[config.mk]
export PLATFORM = sky130hd
export DESIGN_NAME = steering_arbiter
export DESIGN_NICKNAME = d
export VERILOG_FILES = /design/src/rtl/steer_arb_pkg.sv /design/src/rtl/lane_warn_chime.sv /design/src/rtl/steering_arbiter.sv
export SDC_FILE = /design/constraint.sdc
export NUM_CORES = 1
export LEC_CHECK = 0
export CAP_MARGIN = 30
export CORE_MARGIN = 3
export CORE_UTILIZATION = 40
export DETAILED_ROUTE_END_ITERATION = 7
export REMOVE_ABC_BUFFERS = 1
export SYNTH_ARGS = -nofsm -noshare
export SYNTH_HDL_FRONTEND = slang
export SYNTH_SLANG_ARGS = --single-unit
export TNS_END_PERCENT = 20
[constraint.sdc]
create_clock -name CLK -period 2.9 [get_ports CLK]
set_clock_uncertainty 0.05 [all_clocks]
set_input_delay 0.58 -clock CLK [delete_from_list [all_inputs] [get_ports CLK]]
set_output_delay 0.58 -clock CLK [all_outputs]
set_load 0.01 [all_outputs]
[src/rtl/steer_arb_pkg.sv]
// Shared types and codes for the steering actuator arbiter and the lane assist FSM.
// Optional chime behaviour is enabled in the arbiter with macro LANE_WARN_CHIME_EN.
package steer_arb_pkg;

    typedef enum logic [2:0] {
        IDLE,
        DEBOUNCE,
        LANE_ACTIVE,
        COOLDOWN,
        PARK_ACTIVE,
        OVERRIDE
    } state_t;

    localparam logic [1:0] GRANT_NONE = 2'b00;
    localparam logic [1:0] GRANT_LANE = 2'b01;
    localparam logic [1:0] GRANT_PARK = 2'b10;

    // {left,right}
    localparam logic [1:0] DIR_NONE  = 2'b00;
    localparam logic [1:0] DIR_RIGHT = 2'b01;
    localparam logic [1:0] DIR_LEFT  = 2'b10;

    localparam logic [2:0] DISABLE      = 3'b000;
    localparam logic [2:0] ENABLE       = 3'b010;
    localparam logic [2:0] ASSIST_RIGHT = 3'b001;
    localparam logic [2:0] ASSIST_LEFT  = 3'b100;

    // Only the two assist codes request the actuator; every other code is treated as idle.
    function automatic logic is_lane_req(input logic [2:0] code);
        return (code == ASSIST_RIGHT) || (code == ASSIST_LEFT);
    endfunction

    function automatic logic [1:0] lane_to_dir(input logic [2:0] code);
        logic [1:0] dir;
        dir = DIR_NONE;
        if (code == ASSIST_RIGHT) dir = DIR_RIGHT;
        else if (code == ASSIST_LEFT) dir = DIR_LEFT;
        return dir;
    endfunction

    function automatic logic park_dir_valid(input logic [1:0] dir);
        return (dir == DIR_RIGHT) || (dir == DIR_LEFT);
    endfunction

endpackage

[src/rtl/lane_warn_chime.sv]
// Audible lane warning cadence derived from the arbiter's correction counter.
// Present only when LANE_WARN_CHIME_EN is defined.
`ifdef LANE_WARN_CHIME_EN
module lane_warn_chime #(
    parameter int HALF_PERIOD = 16,
    parameter int CNT_W       = 8
) (
    input  logic             CLK,
    input  logic             RST,
    input  logic             active,
    input  logic [CNT_W-1:0] cnt,
    output logic             lane_warn
);

    logic [CNT_W-1:0] phase;

    // cnt restarts at 0 on correction entry, so even phases are the "on" half-periods.
    always_comb begin
        phase = cnt / CNT_W'(HALF_PERIOD);
    end

    always_ff @(posedge CLK) begin
        if (RST) begin
            lane_warn <= 1'b0;
        end else begin
            lane_warn <= active && !phase[0];
        end
    end

endmodule
`endif

[src/rtl/steering_arbiter.sv]
// Shares the EPS actuator between lane assist and park assist; driver torque overrides all.
// Define LANE_WARN_CHIME_EN to add the lane_warn output and WARN_HALF_PERIOD parameter.
module steering_arbiter
    import steer_arb_pkg::*;
#(
    parameter int DEBOUNCE_CYCLES    = 4,
    parameter int MAX_CORRECT_CYCLES = 200,
    parameter int COOLDOWN_CYCLES    = 50,
    parameter int CNT_W              = 8
`ifdef LANE_WARN_CHIME_EN
    ,
    parameter int WARN_HALF_PERIOD   = 16
`endif
) (
    input  logic       CLK,
    input  logic       RST,
    input  logic [2:0] lane,
    input  logic       driver_override,
    input  logic       park_req,
    input  logic [1:0] park_dir,
    output logic       steer_en,
    output logic [1:0] steer_dir,
    output logic [1:0] grant,
    output logic       timeout_flag
`ifdef LANE_WARN_CHIME_EN
    ,
    output logic       lane_warn
`endif
);

    localparam logic [CNT_W-1:0] DEB_LAST  = CNT_W'(DEBOUNCE_CYCLES - 1);
    localparam logic [CNT_W-1:0] CORR_LAST = CNT_W'(MAX_CORRECT_CYCLES - 1);
    localparam logic [CNT_W-1:0] COOL_LAST = CNT_W'(COOLDOWN_CYCLES - 1);

    state_t           state, state_n;
    logic [CNT_W-1:0] cnt, cnt_n;
    logic [2:0]       lat_code, lat_code_n;
    logic             steer_en_n;
    logic [1:0]       steer_dir_n;
    logic [1:0]       grant_n;
    logic             timeout_n;
    logic             lane_req;
    logic             lane_same;

    always_comb begin
        state_n    = state;
        cnt_n      = cnt;
        lat_code_n = lat_code;
        timeout_n  = 1'b0;
        lane_req   = is_lane_req(lane);
        lane_same  = (lane == lat_code);

        if (driver_override) begin
            state_n    = OVERRIDE;
            cnt_n      = '0;
            lat_code_n = DISABLE;
        end else begin
            case (state)
                IDLE: begin
                    if (park_req) begin
                        state_n = PARK_ACTIVE;
                        cnt_n   = '0;
                    end else if (lane_req) begin
                        state_n    = DEBOUNCE;
                        lat_code_n = lane;
                        cnt_n      = CNT_W'(1);
                    end
                end
                DEBOUNCE: begin
                    if (park_req) begin
                        state_n = PARK_ACTIVE;
                        cnt_n   = '0;
                    end else if (!lane_same) begin
                        state_n = IDLE;
                        cnt_n   = '0;
                    end else if (cnt == DEB_LAST) begin
                        state_n = LANE_ACTIVE;
                        cnt_n   = '0;
                    end else begin
                        cnt_n = cnt + 1'b1;
                    end
                end
                LANE_ACTIVE: begin
                    // park_req is deliberately ignored until the correction finishes
                    if (!lane_same) begin
                        state_n = COOLDOWN;
                        cnt_n   = '0;
                    end else if (cnt == CORR_LAST) begin
                        state_n   = COOLDOWN;
                        cnt_n     = '0;
                        timeout_n = 1'b1;
                    end else begin
                        cnt_n = cnt + 1'b1;
                    end
                end
                COOLDOWN: begin
                    if (park_req) begin
                        state_n = PARK_ACTIVE;
                        cnt_n   = '0;
                    end else if (cnt == COOL_LAST) begin
                        state_n = IDLE;
                        cnt_n   = '0;
                    end else begin
                        cnt_n = cnt + 1'b1;
                    end
                end
                PARK_ACTIVE: begin
                    if (!park_req) begin
                        state_n = IDLE;
                        cnt_n   = '0;
                    end
                end
                OVERRIDE: begin
                    state_n    = IDLE;
                    cnt_n      = '0;
                    lat_code_n = DISABLE;
                end
                default: begin
                    state_n    = IDLE;
                    cnt_n      = '0;
                    lat_code_n = DISABLE;
                end
            endcase
        end
    end

    // Outputs are a function of the state being entered so they are registered with it.
    always_comb begin
        steer_en_n  = 1'b0;
        steer_dir_n = DIR_NONE;
        grant_n     = GRANT_NONE;
        case (state_n)
            LANE_ACTIVE: begin
                steer_en_n  = 1'b1;
                steer_dir_n = lane_to_dir(lat_code_n);
                grant_n     = GRANT_LANE;
            end
            PARK_ACTIVE: begin
                grant_n = GRANT_PARK;
                if (park_dir_valid(park_dir)) begin
                    steer_en_n  = 1'b1;
                    steer_dir_n = park_dir;
                end
            end
            default: begin
                steer_en_n = 1'b0;
            end
        endcase
    end

    always_ff @(posedge CLK) begin
        if (RST) begin
            state        <= IDLE;
            cnt          <= '0;
            lat_code     <= DISABLE;
            steer_en     <= 1'b0;
            steer_dir    <= DIR_NONE;
            grant        <= GRANT_NONE;
            timeout_flag <= 1'b0;
        end else begin
            state        <= state_n;
            cnt          <= cnt_n;
            lat_code     <= lat_code_n;
            steer_en     <= steer_en_n;
            steer_dir    <= steer_dir_n;
            grant        <= grant_n;
            timeout_flag <= timeout_n;
        end
    end

`ifdef LANE_WARN_CHIME_EN
    lane_warn_chime #(
        .HALF_PERIOD (WARN_HALF_PERIOD),
        .CNT_W       (CNT_W)
    ) u_chime (
        .CLK       (CLK),
        .RST       (RST),
        .active    (state_n == LANE_ACTIVE),
        .cnt       (cnt_n),
        .lane_warn (lane_warn)
    );
`endif

endmodule

==> reports/qor.yml <==
power.leakage_uw: 0.000496
synth_edf_count: 0
antenna_cells: 0
period_minus_slack_ns: 2.37
via_count: 998
ctsResizeCount: 0
fin_tns_setup_ns: 0
initial_core_util_pct: 44.3
grt_pass1_wl_mm: 4.46
clock_sinks: 20
ios: 15
synth_seq_cells: 20
p_per_area_mw_per_mm2: 352
post-dp-hpwl_mm: 1.95
clk_latency_ns: 0.30
status: "finished clean"
hold_viol: 0
relSlewSlack_pct: 69.3
synth_cells: 134
drtPass1Iterations: 4
path_clk_slew_ns: 0.11
dieArea_mm2: 0.00355
async_flop_share_pct: 0
wl_per_cell_um: 14.0
nFillCells: 248
drtIter0Drc: 30
cts_buffer_depth: 2
drv_slew: 0
synth_area_mm2: 0.00115
setup_violations: 0
drcViolationCount: 0
core_area_mm2: 0.00259
hold_class: "flop to flop"
ir_worst_vdd_uv: 228
cp-start-kind: "primary input"
routed_wl_mm: 2.53
path_class: "primary input to flop"
area_delta_synth_final_pct: 18.0
ctsHtreeMaxLevel: 1
die_w_um: 59.6
finalCritPeriodShare_pct: 81.8
antenna_found_initial: 0
path_cells: "clkdlybuf4s50_1 > or4b_1 > or3_1 > o211ai_2 > nand4_2 > a221oi_2"
cts_tree: "done"
rsz0062_at_grt: "no"
regArea_um2: 400
cp_slowest_cell: "or4b_1"
syn_avg_cell_area_um2: 8.56
detail-route-antenna-nets: 0
grt_max_degree: 11
gp_congestion: 0.816
portBuffers: 14
grt_pass1_vias: 984
path_max_fanout: 4
tightest_slew_ns: 0.454
post_cts_buffers: 0
max_stage_delay_ns: 0.53
track_usage_pct: 16.6
final_cells: 181
ys.flop_type: "dfxtp_1"
multi_input_area_um2: 704
crit_arrival_ns: 2.55
final_layout_size_suffix_gt1_share_pct: 11.3
die_h_um: 59.6
num_rows: 18
ys_types: 50
cp.required_ns: 3.07
overflow: 0
dp_cells: 178
fmax_mhz: 421
ys_warn_count: 0
cts_hold_buf: 0
cts_buffers: 3
final_nets: 166
yosysSeqAreaShare_pct: 34.9
cap_viol_max_count: 0
cp-end-kind: "flop"
vias_per_cell: 5.51
clockRootBuffer: "clkbuf_4"
final timing paths:
| kind | start | endpoint | slack [ns] | depth (start not counted) |
|---|---|---|---|---|
| worst max-delay path | park_req | steer_dir[1] | 0.53 | 6 |
| worst min-delay path | cnt[1] | cnt[1] | 0.45 | 2 |
| worst max register to register | cnt[0] | steer_dir[1] | 0.66 | 6 |
| worst min register to register | cnt[1] | cnt[1] | 0.45 | 2 |
routing by layer:
metal | GRT usage (%) | wire, um | up-vias
li1 | - | - | 521
met1 | 23.2 | 1320 | 461
met2 | 25.1 | 1080 | 12
met3 | 2.61 | 95 | 4
met4 | 7.28 | 33 | 0
met5 | 0 | 0 | -
metrics by stage:
step	util [%]	setup WS [ns]	hold slack [ns]	power (uW)	cell area, um^2
6_report	52.3	0.527	0.452	477	1350
5_1_grt	52.3	0.440	0.483	507	1350
4_1_cts	52.3	0.536	0.457	482	1350
3_5_place_dp	51.4	0.211	0.441	349	1330
3_3_place_gp	51.4	0.259	0.426	348	1330
2_1_floorplan	-	0.765	0.409	319	1120
state kept, by name (all words and copies together), names as in the netlist:
signal / flops
state: 3
grant: 2
cnt: 8
steer_dir: 2
steer_en: 1
lat_code: 3
timeout_flag: 1
cells in the mapped netlist (2+ instances only):
cell type | count | share of area [%]
a21oi_1 | 7 | 3.1
and2_1 | 5 | 2.7
and3_1 | 4 | 2.2
dfxtp_1 | 20 | 35
ha_1 | 4 | 4.4
inv_1 | 5 | 1.6
nand2_1 | 9 | 2.9
nand3_1 | 7 | 3.1
nand4_1 | 3 | 1.6
nor2_1 | 12 | 3.9
nor3_1 | 4 | 1.7
o21ai_0 | 7 | 3.1
or2_2 | 2 | 1.1
or3_1 | 2 | 1.1
xnor2_1 | 4 | 3.1
xor2_1 | 5 | 3.8
worst max-delay path: cells and delay by family:
kind / cells / cell delay, ns
AOI/OAI and AO/OA: 2 / 0.45
buffers and inverters: 1 / 0.45
and+or+nand+nor: 3 / 1.06
where the power goes:
part	internal [uW]	switching, uW
clock	48.4	85.0
sequential	278	4.81
combinational	29.0	31.5
total	355	121
cell usage in the layout, fill, tap and decap left out, types with 2 or more instances in the layout:
| cell type | instances |
|---|---|
| a21oi_1 | 7 |
| and2_1 | 5 |
| and3_1 | 4 |
| buf_4 | 4 |
| clkbuf_4 | 3 |
| clkdlybuf4s50_1 | 14 |
| dfxtp_1 | 20 |
| ha_1 | 4 |
| inv_1 | 5 |
| nand2_1 | 9 |
| nand3_1 | 7 |
| nand4_1 | 3 |
| nor2_1 | 12 |
| nor3_1 | 4 |
| o21ai_0 | 7 |
| or2_2 | 2 |
| or3_1 | 2 |
| xnor2_1 | 4 |
| xor2_1 | 5 |
cells by family (layout without fill, tap and decap cells):
logic type | count (synthesis) | after routing | synth area share [%]
AND/OR/NAND/NOR | 64 | 64 | 32.7
AO/OA/AOI/OAI | 26 | 26 | 15.6
flip-flops | 20 | 20 | 34.9
XOR/XNOR | 9 | 9 | 6.87
buffers and inverters | 9 | 26 | 3.71
adder cells (fa/ha/maj) | 4 | 4 | 4.36
multiplexers | 2 | 2 | 1.85
final cells by class:
class                      instances  share of cell area (%)
inverter                           5                    1.39
clock buffer                       3                    1.66
multi-input combinational        105                    52.0
sequential                        20                    29.6
tap                               30                    2.77
timing repair buffer              18                    12.6
Power figures use the tool's default switching activity.
